`src/rtl/kt8_pkg.sv`:
```
// kt8_pkg: shared kt8 ALU op codes, alu_seq command codes and state encoding
package kt8_pkg;
    localparam logic [3:0] ALU_ADD    = 4'd0;
    localparam logic [3:0] ALU_SUB    = 4'd1;
    localparam logic [3:0] ALU_AND    = 4'd2;
    localparam logic [3:0] ALU_OR     = 4'd3;
    localparam logic [3:0] ALU_XOR    = 4'd4;
    localparam logic [3:0] ALU_NOT    = 4'd5;
    localparam logic [3:0] ALU_PASS_B = 4'd6;
    localparam logic [3:0] ALU_PASS_A = 4'd7;
    localparam logic [3:0] ALU_NEG    = 4'd8;
    localparam logic [3:0] ALU_SHL    = 4'd9;
    localparam logic [3:0] ALU_SHR    = 4'd10;
    localparam logic [3:0] ALU_ZERO   = 4'd11;
    localparam logic [3:0] ALU_INC    = 4'd12;
    localparam logic [3:0] ALU_DEC    = 4'd13;
    localparam logic [1:0] CMD_SINGLE = 2'd0;
    localparam logic [1:0] CMD_MUL    = 2'd1;
    localparam logic [1:0] CMD_REPEAT = 2'd2;
    localparam logic [1:0] CMD_RSVD   = 2'd3;
    typedef enum logic [2:0] {
        S_IDLE, S_SINGLE, S_MUL_ADD, S_MUL_SHA, S_MUL_SHB, S_REP, S_DONE
    } state_t;
endpackage

```
`src/rtl/alu_seq.sv`:
```
// alu_seq: multi-cycle sequencer driving an external kt8 ALU (single op, shift-add multiply, repeated op)
// ports: clk_i/rst_i (sync, active-high); cmd_valid_i/cmd_ready_o/cmd_i/op_i/a_i/b_i command;
//        alu_a_o/alu_b_o/alu_op_o/alu_r_i ALU link; res_valid_o/res_ready_i/res_o result
module alu_seq
    import kt8_pkg::*;
(
    input  logic       clk_i,
    input  logic       rst_i,
    input  logic       cmd_valid_i,
    output logic       cmd_ready_o,
    input  logic [1:0] cmd_i,
    input  logic [3:0] op_i,
    input  logic [7:0] a_i,
    input  logic [7:0] b_i,
    output logic [7:0] alu_a_o,
    output logic [7:0] alu_b_o,
    output logic [3:0] alu_op_o,
    input  logic [7:0] alu_r_i,
    output logic       res_valid_o,
    input  logic       res_ready_i,
    output logic [7:0] res_o
);
    state_t     st, st_nx;
    logic [7:0] acc, ma, mb;
    logic [3:0] cnt, op_l;
    logic       take;

    assign cmd_ready_o = (st == S_IDLE) && !rst_i;
    assign take        = cmd_valid_i && cmd_ready_o;
    assign res_valid_o = st == S_DONE;
    assign res_o       = acc;

    always_ff @(posedge clk_i)
        st <= rst_i ? S_IDLE : st_nx;

    // ALU drive is decoded from state so alu_r_i is valid at the edge ending each step
    always_comb begin
        st_nx    = st;
        alu_a_o  = 8'h00;
        alu_b_o  = 8'h00;
        alu_op_o = ALU_ZERO;
        case (st)
            S_IDLE: if (take)
                st_nx = cmd_i == CMD_MUL    ? S_MUL_ADD :
                        cmd_i == CMD_REPEAT ? (b_i[3:0] == 4'd0 ? S_DONE : S_REP) : S_SINGLE;
            S_SINGLE: begin
                alu_a_o  = ma;
                alu_b_o  = mb;
                alu_op_o = op_l;
                st_nx    = S_DONE;
            end
            S_MUL_ADD: begin
                alu_a_o  = acc;
                alu_b_o  = ma;
                alu_op_o = mb[0] ? ALU_ADD : ALU_PASS_A;
                st_nx    = S_MUL_SHA;
            end
            S_MUL_SHA: begin
                alu_a_o  = ma;
                alu_op_o = ALU_SHL;
                st_nx    = S_MUL_SHB;
            end
            S_MUL_SHB: begin
                alu_a_o  = mb;
                alu_op_o = ALU_SHR;
                st_nx    = alu_r_i == 8'h00 ? S_DONE : S_MUL_ADD;
            end
            S_REP: begin
                alu_a_o  = acc;
                alu_op_o = op_l;
                st_nx    = cnt == 4'd1 ? S_DONE : S_REP;
            end
            S_DONE: if (res_ready_i) st_nx = S_IDLE;
            default: st_nx = S_IDLE;
        endcase
    end

    always_ff @(posedge clk_i) begin
        if (rst_i) begin
            acc  <= 8'h00;
            ma   <= 8'h00;
            mb   <= 8'h00;
            cnt  <= 4'd0;
            op_l <= ALU_ZERO;
        end else begin
            case (st)
                S_IDLE: if (take) begin
                    acc  <= cmd_i == CMD_REPEAT ? a_i : 8'h00;
                    ma   <= a_i;
                    mb   <= b_i;
                    cnt  <= b_i[3:0];
                    op_l <= cmd_i == CMD_RSVD ? ALU_ZERO : op_i;
                end
                S_SINGLE, S_MUL_ADD: acc <= alu_r_i;
                S_MUL_SHA: ma <= alu_r_i;
                S_MUL_SHB: mb <= alu_r_i;
                S_REP: begin
                    acc <= alu_r_i;
                    cnt <= cnt - 4'd1;
                end
                default: ;
            endcase
        end
    end
endmodule

```
`config.mk`:
```
export PLATFORM = sky130hd
export DESIGN_NAME = alu_seq
export DESIGN_NICKNAME = d
export VERILOG_FILES = /design/src/rtl/kt8_pkg.sv /design/src/rtl/alu_seq.sv
export SDC_FILE = /design/constraint.sdc
export NUM_CORES = 1
export LEC_CHECK = 0
export BUFFER_PORTS_ARGS = -buffer_cell sky130_fd_sc_hd__buf_2
export CAP_MARGIN = 0
export CORE_ASPECT_RATIO = 2
export CORE_MARGIN = 4
export CORE_UTILIZATION = 50
export CTS_BUF_LIST = sky130_fd_sc_hd__clkbuf_4
export DETAILED_ROUTE_END_ITERATION = 12
export GPL_TIMING_DRIVEN = 0
export HOLD_SLACK_MARGIN = 0.05
export PLACE_DENSITY = 0.78
export SKIP_LAST_GASP = 1
export SLEW_MARGIN = 30
export SYNTH_ARGS = -nofsm -noshare
export SYNTH_HDL_FRONTEND = slang
export SYNTH_SLANG_ARGS = --single-unit
```
`constraint.sdc`:
```
create_clock -name clk_i -period 1.8 [get_ports clk_i]
set_clock_uncertainty 0.05 [all_clocks]
set_input_delay 0.36 -clock clk_i [delete_from_list [all_inputs] [get_ports clk_i]]
set_output_delay 0.36 -clock clk_i [all_outputs]
set_load 0.02 [all_outputs]
```
==> run summary <==
• largest family of logic cells by synthesized area: compound AO/OA/AOI/OAI gates
• clock sink count: 35
• Least-Margin Pin Slew: 0.6472 ns
• Top-Level Pins: 64
• root buffer cell: sky130_fd_sc_hd__clkbuf_4
• synthesized area: 2103 um^2
• total track usage: 30.02%
• average wire length per cell after detail routing: 20.37 um
• switching pwr: 1.601 mW
• leading cell type in the layout, fill and taps excluded: sky130_fd_sc_hd__buf_2
• Critical Path Source: st[1]$_SDFFE_PP0P_
• clock latency on the worst-skew pair: 0.35 ns
• DIE AREA: 5371 um^2
• Data arrival, critical path: 1.64 ns
• violated checks: setup timing
• startpoint of the tightest hold check path: res_ready_i
• buffers added on ports: 62
• worst setup path class: reg2out
• number of detailed-route iterations in the first pass: 7
• CTS hold repair buffers: 0
• Post-Syn Instances: 266
• required time at the endpoint of the critical path: 1.39 ns
• time the worst path needs with I/O delays and setup: 2.050 ns
• post-DP HPWL: 5349 um
• Flop pwr share: 30.8%
• period utilization: 113.9%
• Hold Path Class: in2reg
• Placement Rows: 33
• max-slew violation count: 0
• clock tree from TritonCTS: yes
• least setup slack across all paths after layout: -0.2504 ns
• part of the power in the clock network: 11.1%
• placed standard-cell area: 2517 um^2
• H-tree depth reported by CTS: 2
• worst hold slack across all endpoints: 0.1547 ns
• worst flop-to-flop path startpoint: st[1]$_SDFFE_PP0P_
• Critical Path Sink Type: output port
• vias after detailed routing: 2624
• Slew HR: 56.46%
• share of layout cells above drive strength 1: 42.05%
• number of CTS-inserted buffers: 5
• initial antenna violation count: 0
• #FFs+latches synth: 35
• Highest Clock Rate: 487.7 MHz
• effective utilization at floorplan: 51.45%
• adder and majority gate portion of the synthesized area: 1.190%
• combined area of the multi-input logic cells: 1439 um^2
• flop-to-flop setup slack: -0.01 ns
• Clock Path Buffers: 2
• dominant synthesized flop cell: sky130_fd_sc_hd__dfxtp_1
• final setup TNS: -3.923 ns
• average via count per standard cell: 6.495
• Lkg Pwr: 1.239 nW
• final setup fails: 23
• Setup crit start kind: register
• unrepaired setup endpoints after global routing: true
• multiplexer share of the synthesized area: 3.807%
• Routability Congestion: 0.9548
• final non-filler cell area: 3034 um^2
• simple-gate area share of the yosys netlist: 25.28%
• Fill cells: 315
• Final Total Pwr: 3.667 mW
• count of cells along the worst hold path: 2
• number of violations reported at the end of detailed-routing iteration 0: 128
• total congestion overflow: 0
• Worst Hold Endpoint: st[1]$_SDFFE_PP0P_
• Die Width: 53.86 um
• area occupied by registers: 711.9 um^2
• Total Nets Final: 389
• residual antenna-violating net count after detailed routing: 0
• pin count of the biggest net entering global routing: 11
• placed cells: 380
• Clock transition at path regs: 0.10 ns
• most used cells in the layout excluding fill and tap cells: sky130_fd_sc_hd__buf_2 (52), sky130_fd_sc_hd__nand2_1 (33), sky130_fd_sc_hd__dfxtp_1 (32)
• endpoints failing hold: 0
• run status: finished with violations
• unique cell type count in the Yosys netlist: 47
• number of warnings reported in the yosys synthesis log: 0
• proportion of synthesized chip area in sequential cells: 33.31%
• xor/xnor share of the synthesized area: 0%
• Logic pwr share: 58.0%
• R2R Path End: res_o[2]$_SDFFE_PP0P_
• number of cells traversed by the worst register-to-register path: 6
• Finished Core Util: 74.23%
• total of max-cap violations: 0
• switching share of total power: 43.66%
• number of nets in the synthesized netlist: 302
• wire length of the first global-routing pass: 11870 um
• number of enable flip-flop cells after synthesis: 0
• placeable core region: 4088 um^2
• asr flop ratio synth: 0%
• detailed-route DRC error count: 0
• Area growth syn-to-layout: 44.26%
• Antenna diodes: 0
• Avg Inst Size Synth: 7.907 um^2
• total routed wirelength: 8231 um
• synthesized-area fraction occupied by ao, oa, aoi and oai cells: 30.10%
• maximum resistive drop on vdd: 0.0007345 V
• post-route non-filler standard cell count: 404
• number of global-route vias before repair: 2442
• worst slack at placement: -0.4615 ns
• PD cells: 1208 nW/um^2
• largest fanout of any net on the critical path: 6
• die height: 99.72 um
• P_int: 2.066 mW
[cells in the mapped netlist, types with 4 or more instances]
cell | instances | share of area, %
sky130_fd_sc_hd__o21ai_0 | 4 | 0.95
sky130_fd_sc_hd__buf_4 | 4 | 1.4
sky130_fd_sc_hd__a22oi_1 | 21 | 7.5
sky130_fd_sc_hd__o22ai_1 | 8 | 2.4
sky130_fd_sc_hd__nor4_1 | 4 | 1.2
sky130_fd_sc_hd__a221o_1 | 7 | 3.3
sky130_fd_sc_hd__buf_2 | 10 | 2.4
sky130_fd_sc_hd__a21oi_1 | 21 | 5.0
sky130_fd_sc_hd__nand2b_1 | 5 | 1.5
sky130_fd_sc_hd__clkbuf_1 | 5 | 0.89
sky130_fd_sc_hd__a311oi_1 | 7 | 2.9
sky130_fd_sc_hd__nor3_1 | 10 | 2.4
sky130_fd_sc_hd__and2_1 | 9 | 2.7
sky130_fd_sc_hd__dfxtp_1 | 35 | 33
sky130_fd_sc_hd__nor2_1 | 26 | 4.6
sky130_fd_sc_hd__mux2i_1 | 8 | 3.8
sky130_fd_sc_hd__nand2_1 | 34 | 6.1
[how the worst max path moves through the flow]
stage / to / slack, ns / depth (start not counted)
after floorplan: alu_a_o[2] / -0.007 / 4
after global placement: alu_a_o[1] / -0.41 / 5
after detailed placement: alu_a_o[1] / -0.46 / 5
after CTS: alu_a_o[7] / -0.22 / 6
after global routing: alu_a_o[7] / -0.31 / 5
final: alu_a_o[0] / -0.25 / 7
[cell families after synthesis]
| logic type | after synthesis |
|---|---|
| and+or+nand+nor | 106 |
| adders and majority gates | 2 |
| muxes | 8 |
| AOI/OAI and AO/OA | 89 |
| buffers and inverters | 26 |
| DFF | 35 |
[power by group through the flow]
stage	clock network (mW)	logic, mW	registers (mW)
2_1_floorplan	0	1.00	1.13
3_3_place_gp	0	1.46	1.10
3_5_place_dp	0	1.48	1.11
4_1_cts	0.409	1.84	1.10
5_1_grt	0.444	2.24	1.15
6_report	0.408	2.13	1.13
[cell type report]
class | count | area share [%]
plain buffers | 20 | 6.639
clock buffers | 6 | 1.485
inverters | 4 | 0.7423
multi-input cells | 205 | 47.42
flip-flops and latches | 35 | 23.46
well taps | 52 | 2.144
repair buffers | 82 | 18.10
[state kept, by name, summed over array words and instances, names as in the netlist]
register	count
ma	8
mb	8
res_o	8
cnt	4
op_l	4
st	3
[routing by layer]
metal	wire, um	up-vias	GRT usage, %
met3	607	64	5.847
met4	581	0	20.67
met1	2763	1214	30.68
met2	4279	178	51.40
met5	0	-	0
li1	-	1168	-
[worst max-delay path, stage by stage, from the launching register on]
cell and delay, ns:
sky130_fd_sc_hd__dfxtp_4 0.39, sky130_fd_sc_hd__buf_6 0.13, sky130_fd_sc_hd__inv_8 0.05, sky130_fd_sc_hd__nor2_4 0.15, sky130_fd_sc_hd__buf_6 0.16, sky130_fd_sc_hd__a22oi_1 0.08
sky130_fd_sc_hd__o22ai_2 0.19, sky130_fd_sc_hd__buf_6 0.14
[repair_timing]
| item | 4_1_cts | 5_1_grt |
|---|---|---|
| endpoints found under the hold margin | 0 | 0 |
| gates cloned | 2 | 0 |
| buffers inserted | 10 | 8 |
| gates resized for setup | 69 | 41 |
| endpoints found under the setup margin | 28 | 33 |
| pin swaps | 5 | 9 |
Power figures use the tool's default switching activity.
